File: config.mk
export PLATFORM = sky130hd
export DESIGN_NAME = cache_line_arbiter_flat
export DESIGN_NICKNAME = d
export VERILOG_FILES = /design/src/rtl/cache_line_arbiter_if.sv /design/src/rtl/cache_line_arbiter.sv /design/src/flat_wrapper.sv
export SDC_FILE = /design/constraint.sdc
export NUM_CORES = 1
export LEC_CHECK = 0
export ABC_AREA = 1
export CELL_PAD_IN_SITES_DETAIL_PLACEMENT = 1
export CELL_PAD_IN_SITES_GLOBAL_PLACEMENT = 1
export CORE_AREA = 2 2 539 541
export CTS_CLUSTER_DIAMETER = 100
export DETAILED_ROUTE_END_ITERATION = 10
export DIE_AREA = 0 0 541 543
export GPL_TIMING_DRIVEN = 0
export PLACE_DENSITY = 0.31
export SYNTH_ARGS = -nofsm -noshare
export SYNTH_HDL_FRONTEND = slang
export SYNTH_SLANG_ARGS = --single-unit
File: constraint.sdc
create_clock -name clk -period 4.62 [get_ports clk]
set_input_delay 1.386 -clock clk [delete_from_list [all_inputs] [get_ports clk]]
set_output_delay 1.386 -clock clk [all_outputs]
set_load 0.03 [all_outputs]
File: src/rtl/cache_line_arbiter_if.sv
// Bundles the icache, dcache and cacheline-adaptor miss-path signals shared by the arbiter.
// The master modport is the arbiter's view; slave is the view of the caches and the adaptor around it.
interface cache_line_arbiter_if #(
    parameter int LINE_WIDTH = 256,
    parameter int ADDR_WIDTH = 32
);
    logic                  i_pmem_read;
    logic [ADDR_WIDTH-1:0] i_pmem_address;
    logic [LINE_WIDTH-1:0] i_pmem_rdata;
    logic                  i_pmem_resp;

    logic                  d_pmem_read;
    logic                  d_pmem_write;
    logic [ADDR_WIDTH-1:0] d_pmem_address;
    logic [LINE_WIDTH-1:0] d_pmem_wdata;
    logic [LINE_WIDTH-1:0] d_pmem_rdata;
    logic                  d_pmem_resp;

    logic                  mem_read;
    logic                  mem_write;
    logic [ADDR_WIDTH-1:0] mem_address;
    logic [LINE_WIDTH-1:0] mem_wdata;
    logic [LINE_WIDTH-1:0] mem_rdata;
    logic                  mem_resp;

    modport master (
        input  i_pmem_read, i_pmem_address,
        output i_pmem_rdata, i_pmem_resp,
        input  d_pmem_read, d_pmem_write, d_pmem_address, d_pmem_wdata,
        output d_pmem_rdata, d_pmem_resp,
        output mem_read, mem_write, mem_address, mem_wdata,
        input  mem_rdata, mem_resp
    );

    modport slave (
        output i_pmem_read, i_pmem_address,
        input  i_pmem_rdata, i_pmem_resp,
        output d_pmem_read, d_pmem_write, d_pmem_address, d_pmem_wdata,
        input  d_pmem_rdata, d_pmem_resp,
        input  mem_read, mem_write, mem_address, mem_wdata,
        output mem_rdata, mem_resp
    );
endinterface

File: src/rtl/cache_line_arbiter.sv
// Shares one cacheline-adaptor port between icache fills and dcache fills/writebacks, one whole line at a time.
// Latency: grant drives memory 1 cycle after the request; resp passes through combinationally; 1 idle cycle after each resp.
// Backpressure: a loser simply keeps its request high until granted. Define ARB_ROUND_ROBIN_EN for alternating priority.
module cache_line_arbiter #(
    parameter int LINE_WIDTH = 256,
    parameter int ADDR_WIDTH = 32
) (
    input  logic                 clk,
    input  logic                 rst,
    cache_line_arbiter_if.master bus
);
    localparam logic [LINE_WIDTH-1:0] LINE_ZERO = '0;
    localparam logic [ADDR_WIDTH-1:0] ADDR_ZERO = '0;

    typedef enum logic [1:0] {
        IDLE    = 2'd0,
        SERVE_I = 2'd1,
        SERVE_D = 2'd2
    } state_t;

    state_t state;
    state_t state_nxt;
    logic   d_req;
    logic   prefer_i;

    assign d_req = bus.d_pmem_read | bus.d_pmem_write;

`ifdef ARB_ROUND_ROBIN_EN
    logic last_d;

    // Remember who was granted last so a contested IDLE goes to the other side.
    always_ff @(posedge clk) begin
        if (rst) begin
            last_d <= 1'b0;
        end else if (state == IDLE && state_nxt == SERVE_D) begin
            last_d <= 1'b1;
        end else if (state == IDLE && state_nxt == SERVE_I) begin
            last_d <= 1'b0;
        end
    end

    assign prefer_i = last_d;
`else
    assign prefer_i = 1'b0;
`endif

    always_ff @(posedge clk) begin
        if (rst) begin
            state <= IDLE;
        end else begin
            state <= state_nxt;
        end
    end

    always_comb begin
        state_nxt = state;
        unique case (state)
            IDLE: begin
                if (d_req && !(bus.i_pmem_read && prefer_i)) begin
                    state_nxt = SERVE_D;
                end else if (bus.i_pmem_read) begin
                    state_nxt = SERVE_I;
                end
            end
            SERVE_I, SERVE_D: begin
                // A grant only ends on the adaptor's resp; a dropped request does not abort it.
                if (bus.mem_resp) begin
                    state_nxt = IDLE;
                end
            end
            default: state_nxt = IDLE;
        endcase
    end

    always_comb begin
        bus.mem_read     = 1'b0;
        bus.mem_write    = 1'b0;
        bus.mem_address  = ADDR_ZERO;
        bus.mem_wdata    = LINE_ZERO;
        bus.i_pmem_rdata = LINE_ZERO;
        bus.i_pmem_resp  = 1'b0;
        bus.d_pmem_rdata = LINE_ZERO;
        bus.d_pmem_resp  = 1'b0;
        unique case (state)
            SERVE_I: begin
                bus.mem_read     = bus.i_pmem_read;
                bus.mem_address  = bus.i_pmem_address;
                bus.i_pmem_rdata = bus.mem_rdata;
                bus.i_pmem_resp  = bus.mem_resp;
            end
            SERVE_D: begin
                // Read and write together is resolved as a writeback.
                bus.mem_read     = bus.d_pmem_read & ~bus.d_pmem_write;
                bus.mem_write    = bus.d_pmem_write;
                bus.mem_address  = bus.d_pmem_address;
                bus.mem_wdata    = bus.d_pmem_wdata;
                bus.d_pmem_rdata = bus.mem_rdata;
                bus.d_pmem_resp  = bus.mem_resp;
            end
            default: ;
        endcase
    end

    d_rw_exclusive: assert property (@(posedge clk) disable iff (rst)
        !(bus.d_pmem_read && bus.d_pmem_write));

endmodule

File: src/flat_wrapper.sv
// flat-port wrapper written by rule: the top's interface ports become plain ports
module cache_line_arbiter_flat 
#(
    parameter int LINE_WIDTH = 256,
    parameter int ADDR_WIDTH = 32
)
  (clk, rst, bus_i_pmem_read, bus_i_pmem_address, bus_i_pmem_rdata, bus_i_pmem_resp, bus_d_pmem_read, bus_d_pmem_write, bus_d_pmem_address, bus_d_pmem_wdata, bus_d_pmem_rdata, bus_d_pmem_resp, bus_mem_read, bus_mem_write, bus_mem_address, bus_mem_wdata, bus_mem_rdata, bus_mem_resp);
  cache_line_arbiter_if #(.LINE_WIDTH(LINE_WIDTH), .ADDR_WIDTH(ADDR_WIDTH)) bus_i ();
  input  logic clk;
  input  logic rst;
  input wire logic [$bits(bus_i.i_pmem_read)-1:0] bus_i_pmem_read;
  input wire logic [$bits(bus_i.i_pmem_address)-1:0] bus_i_pmem_address;
  output wire logic [$bits(bus_i.i_pmem_rdata)-1:0] bus_i_pmem_rdata;
  output wire logic [$bits(bus_i.i_pmem_resp)-1:0] bus_i_pmem_resp;
  input wire logic [$bits(bus_i.d_pmem_read)-1:0] bus_d_pmem_read;
  input wire logic [$bits(bus_i.d_pmem_write)-1:0] bus_d_pmem_write;
  input wire logic [$bits(bus_i.d_pmem_address)-1:0] bus_d_pmem_address;
  input wire logic [$bits(bus_i.d_pmem_wdata)-1:0] bus_d_pmem_wdata;
  output wire logic [$bits(bus_i.d_pmem_rdata)-1:0] bus_d_pmem_rdata;
  output wire logic [$bits(bus_i.d_pmem_resp)-1:0] bus_d_pmem_resp;
  output wire logic [$bits(bus_i.mem_read)-1:0] bus_mem_read;
  output wire logic [$bits(bus_i.mem_write)-1:0] bus_mem_write;
  output wire logic [$bits(bus_i.mem_address)-1:0] bus_mem_address;
  output wire logic [$bits(bus_i.mem_wdata)-1:0] bus_mem_wdata;
  input wire logic [$bits(bus_i.mem_rdata)-1:0] bus_mem_rdata;
  input wire logic [$bits(bus_i.mem_resp)-1:0] bus_mem_resp;
  assign bus_i.i_pmem_read = bus_i_pmem_read;
  assign bus_i.i_pmem_address = bus_i_pmem_address;
  assign bus_i_pmem_rdata = bus_i.i_pmem_rdata;
  assign bus_i_pmem_resp = bus_i.i_pmem_resp;
  assign bus_i.d_pmem_read = bus_d_pmem_read;
  assign bus_i.d_pmem_write = bus_d_pmem_write;
  assign bus_i.d_pmem_address = bus_d_pmem_address;
  assign bus_i.d_pmem_wdata = bus_d_pmem_wdata;
  assign bus_d_pmem_rdata = bus_i.d_pmem_rdata;
  assign bus_d_pmem_resp = bus_i.d_pmem_resp;
  assign bus_mem_read = bus_i.mem_read;
  assign bus_mem_write = bus_i.mem_write;
  assign bus_mem_address = bus_i.mem_address;
  assign bus_mem_wdata = bus_i.mem_wdata;
  assign bus_i.mem_rdata = bus_mem_rdata;
  assign bus_i.mem_resp = bus_mem_resp;
  cache_line_arbiter #(.LINE_WIDTH(LINE_WIDTH), .ADDR_WIDTH(ADDR_WIDTH)) u_core (.clk(clk), .rst(rst), .bus(bus_i));
endmodule
Word-level counts from Yosys, hierarchy flattened
Index checks and enable logic that the tools add are counted.
{ "op_classes": {"n_addsub": 0, "n_mul": 0, "n_div": 0, "magnitude_cmp": 0, "eq_ne": 4, "n_shift": 0, "mux": 12, "n_bitwise": 3, "n_reduce_logical": 3} }
{ "op_table": {"columns": ["cell", "n"], "rows": [
  ["two-way mux 256 bit", 3],
  ["case mux 32 bit (2 select lines)", 1],
  ["two-way mux 2 bit", 3],
  ["case mux 2 bit (2 select lines)", 1],
  ["two-way mux 1 bit", 3],
  ["!= test 3 x 2 -> 1 bit (second input constant)", 1],
  ["equality test 2 x 1 -> 1 bit (second input constant)", 1],
  ["equality test 2 bit (second input constant)", 1],
  ["zero test 2 bit", 1],
  ["!= test 2 bit (second input constant)", 1],
  ["case mux 1 bit (2 select lines)", 1],
  ["AND reduction 2 bit", 1],
  ["OR reduction 2 bit", 1],
  ["AND 1 bit", 1],
  ["inverter 1 bit", 1],
  ["bitwise OR 1 bit", 1]
]} }
{ "totals": {"register_bits": 2, "latchBits": 0, "ramBits": 0, "rom_bits": 0, "input_bits": 582, "output_inout_bits": 804, "word_cells": 23, "n_memories": 0} }

Longest topological paths before layout
{ "logic_depth": {"word_depth": 4, "depth_mapped": 8, "mapped_depth_nobuf": 8} }

Worst setup path before layout
OpenSTA, ideal clock, no wires.
{ "synth_path": {"path_kind": "in2out", "start": "input bus_d_pmem_write", "end": "output bus_mem_read", "arrival_time_ns": 2.011, "required_ns": 3.234, "slack_ns": 1.223, "stages": 2, "cell_sequence": "nand3b_1 -> a21oi_1"} }
{ "synth_via": {"elab_chain_len": 3} }
{ "synth_lines": {"columns": ["element", "line_no", "rtl"], "rows": [
  ["start, declared", "flat_wrapper.sv:16", "input wire logic [$bits(bus_i.d_pmem_write)-1:0] bus_d_pmem_write;"],
  ["inverter 1 bit", "cache_line_arbiter.sv:93", "bus.mem_read = bus.d_pmem_read & ~bus.d_pmem_write;"],
  ["AND 1 bit", "cache_line_arbiter.sv:93", null],
  ["case mux 1 bit (2 select lines)", "cache_line_arbiter.sv:84", "unique case (state)"],
  ["end, declared", "flat_wrapper.sv:21", "output wire logic [$bits(bus_i.mem_read)-1:0] bus_mem_read;"]
]} }
Every way passes these cells.

Final worst setup path
{ "layout_path": {"start": "input bus_mem_rdata[169]", "end": "output bus_d_pmem_rdata[169]"} }
{ "layout_via": {"elab_chain_len": 1} }
{ "layout_lines": {"columns": ["element", "line_no", "rtl"], "rows": [
  ["start, declared", "flat_wrapper.sv:25", "input wire logic [$bits(bus_i.mem_rdata)-1:0] bus_mem_rdata;"],
  ["two-way mux 256 bit", "cache_line_arbiter.sv:84", null],
  ["end, declared", "flat_wrapper.sv:19", "output wire logic [$bits(bus_i.d_pmem_rdata)-1:0] bus_d_pmem_rdata;"]
]} }
Every way passes these cells.

==> results.json <==
{
  "drv_cap": 0,
  "setup_ws_ps": -48.3,
  "startpoint_type": "primary input",
  "power.density_nw_per_um2": 143,
  "numPortBuffers": 1385,
  "fin_skew_ps": 0.933,
  "dpl.hpwl_um": 202000,
  "critPathKind": "primary input to output pin",
  "vias": 16200,
  "cts_tree": "built",
  "fin_crit_ps": 4670,
  "finalCritPeriodShare_pct": 101,
  "critPathRequiredTime_ps": 3230,
  "yosysSeqAreaShare_pct": 0.576,
  "cts_hold_buf": 0,
  "path_clk_slew_ps": 30,
  "antenna_found_initial": 159,
  "gr-usage-all-layers_pct": 13.8,
  "relSlewSlack_pct": 36.3,
  "p_leak_nw": 14.0,
  "gr-total-overflow": 0,
  "grt_max_degree": 11,
  "fp.dieH_um": 543,
  "largest_register_ffs": 2,
  "num-fill-cells": 34900,
  "io_pins": 1386,
  "cp-end-kind": "output pin",
  "core_um2": 287000,
  "synth.distinct_cells": 13,
  "critPathMaxFanout": 2,
  "drtIter0Drc": 709,
  "clock_sinks": 2,
  "irDropWorstVdd_mv": 0.0669,
  "nNetsFinal": 3734,
  "routedWlPerCell_um": 30.4,
  "cts_buffers": 3,
  "hold_viol_final": 0,
  "wl_um": 211000,
  "critical_path.startpoint": "bus_mem_rdata[169]",
  "grt_pass1_wl_um": 249000,
  "worst_pin_slew_ps": 960,
  "cts_max_path_buffers": 2,
  "num_rows": 197,
  "failed_checks": "setup timing",
  "busiest_layer": "met2",
  "total_power_w": 0.00368,
  "setup_viol": 3,
  "syn_to_final_growth_pct": 270,
  "die_w_um": 541,
  "grt_pass1_vias": 17200,
  "h-tree-depth": 1,
  "regMostFlops": "u_core.state",
  "min_path_type": "flop to flop",
  "ys_seq_elements": 2,
  "vias_per_cell": 2.33,
  "die-area_um2": 294000,
  "use_met3_pct": 6.20,
  "grt_util_met2_pct": 23.3,
  "first_pass_iters": 5,
  "syn_inst": 1759,
  "syn_nets": 2344,
  "gpl.final_weighted_congestion": 0.895,
  "globalRouteMet1Util_pct": 16.6,
  "fmax_ghz": 0.214,
  "drc": 0,
  "maxSlewViolCount": 0,
  "antenna_left": 0,
  "cp_data_arrival_time_ps": 3280,
  "syn_area_um2": 6950,
  "synth-warning-count": 0,
  "outcome": "finished, violations left",
  "syn_area_per_cell_um2": 3.95,
  "clkLatencyLatePin_ps": 220,
  "layout-drive-gt1-share_pct": 3.81,
  "start_util_pct": 2.42,
  "reg_top3": "u_core.state (2)",
  "regToRegStartpoint": "u_core.state[1]",
  "grt_setup_unrepaired": "no",
  "worstHoldStart": "u_core.state[0]",
  "cts_setup_buffers": 0,
  "root_buffer": "clkbuf_16",
  "setup_tns_ps": -82.8
}
final cells by class:
cell class / instances / area, µm² / area share [%]
flip-flops and latches: 2 / 40.0 / 0.156
well taps: 3781 / 4730 / 18.4
inverters: 776 / 2910 / 11.3
multi-input cells: 885 / 3400 / 13.2
diodes: 28 / 70.1 / 0.273
plain buffers: 96 / 602 / 2.34
clock buffers: 3 / 75.1 / 0.292
repair buffers: 1385 / 13900 / 54.0
cell usage in the layout (no fill, tap or decap):
cell             Yosys  layout
clkdlybuf4s50_1      0    1342
nand2_1            842     842
inv_1              756     756
buf_2               49      49
buf_4               42      42
a21oi_1             35      35
diode_2              0      28
dlygate4sd2_1        0      26
inv_2               20      20
dlymetal6s2s_1       0      13
clkdlybuf4s15_2      0       4
nor2_1               3       3
ha_1                 3       3
clkbuf_16            0       3
buf_6                2       2
buf_1                3       2
dfxtp_1              2       2
nand3b_1             1       1
nand4_1              1       1
clkdlybuf4s15_1      0       1
synthesized netlist by cell type:
cell	number	area share (%)
nand2_1	842	46
inv_1	756	41
buf_2	49	3.5
buf_4	42	4.5
a21oi_1	35	2.5
inv_2	20	1.1
buf_1	3	0.16
ha_1	3	0.54
nor2_1	3	0.16
buf_6	2	0.32
dfxtp_1	2	0.58
nand3b_1	1	0.11
nand4_1	1	0.090
kinds of logic (layout without fill, tap and decap cells):
| logic type | count (synthesis) | after routing | share of synthesized area, % |
|---|---|---|---|
| compound gates | 35 | 35 | 2.52 |
| fa+ha+maj | 3 | 3 | 0.541 |
| buf+inv | 872 | 2260 | 50.5 |
| flops | 2 | 2 | 0.576 |
| other cells | 0 | 28 | 0 |
| simple gates | 847 | 847 | 45.9 |
power by group:
| part | internal (W) | switching [W] | total (W) |
|---|---|---|---|
| clock network | 0.000110 | 0.0000191 | 0.000129 |
| registers | 0.0000189 | 0.00000116 | 0.0000200 |
| logic | 0.00126 | 0.00227 | 0.00353 |
per-layer routing:
layer  part of all wire, %  wire length (µm)  vias up
li1                      -                 -     7279
met1                    42             87800     7517
met2                    46             98000     1145
met3                    11             23400      216
met4                  0.89              1880       54
met5                  0.17               355        -
critical path: stages:
cell	delay [ps]
clkdlybuf4s50_1	970
nand2_1	110
inv_1	90
clkdlybuf4s50_1	710
final timing paths:
kind                                end  slack (ps)  cells after the start
hold reg to reg         u_core.state[0]         490                      2
hold / removal          u_core.state[0]         490                      2
setup / recovery  bus_d_pmem_rdata[169]         -50                      4
setup reg to reg        u_core.state[0]        3450                      6
metrics by stage:
| stage | hold slack (ps) | cell area, µm² | setup WS [ps] | utilization, % | cells |
|---|---|---|---|---|---|
| after global placement | 482 | 25500 | -183 | 8.89 | 6925 |
| after floorplan | 450 | 6950 | 1220 | - | 1759 |
| after global routing | 536 | 25700 | 0.759 | 8.93 | 6940 |
| final | 489 | 25700 | -48.3 | 8.94 | 6956 |
| after CTS | 501 | 25600 | 3.92 | 8.91 | 6928 |
| after detailed placement | 496 | 25500 | -178 | 8.89 | 6925 |
what timing repair did:
action,4_1_cts,5_1_grt
pin swaps,0,0
setup endpoints to repair,43,13
endpoints found under the hold margin,0,0
gates resized for setup,39,13
(Power assumes the default switching activity.)
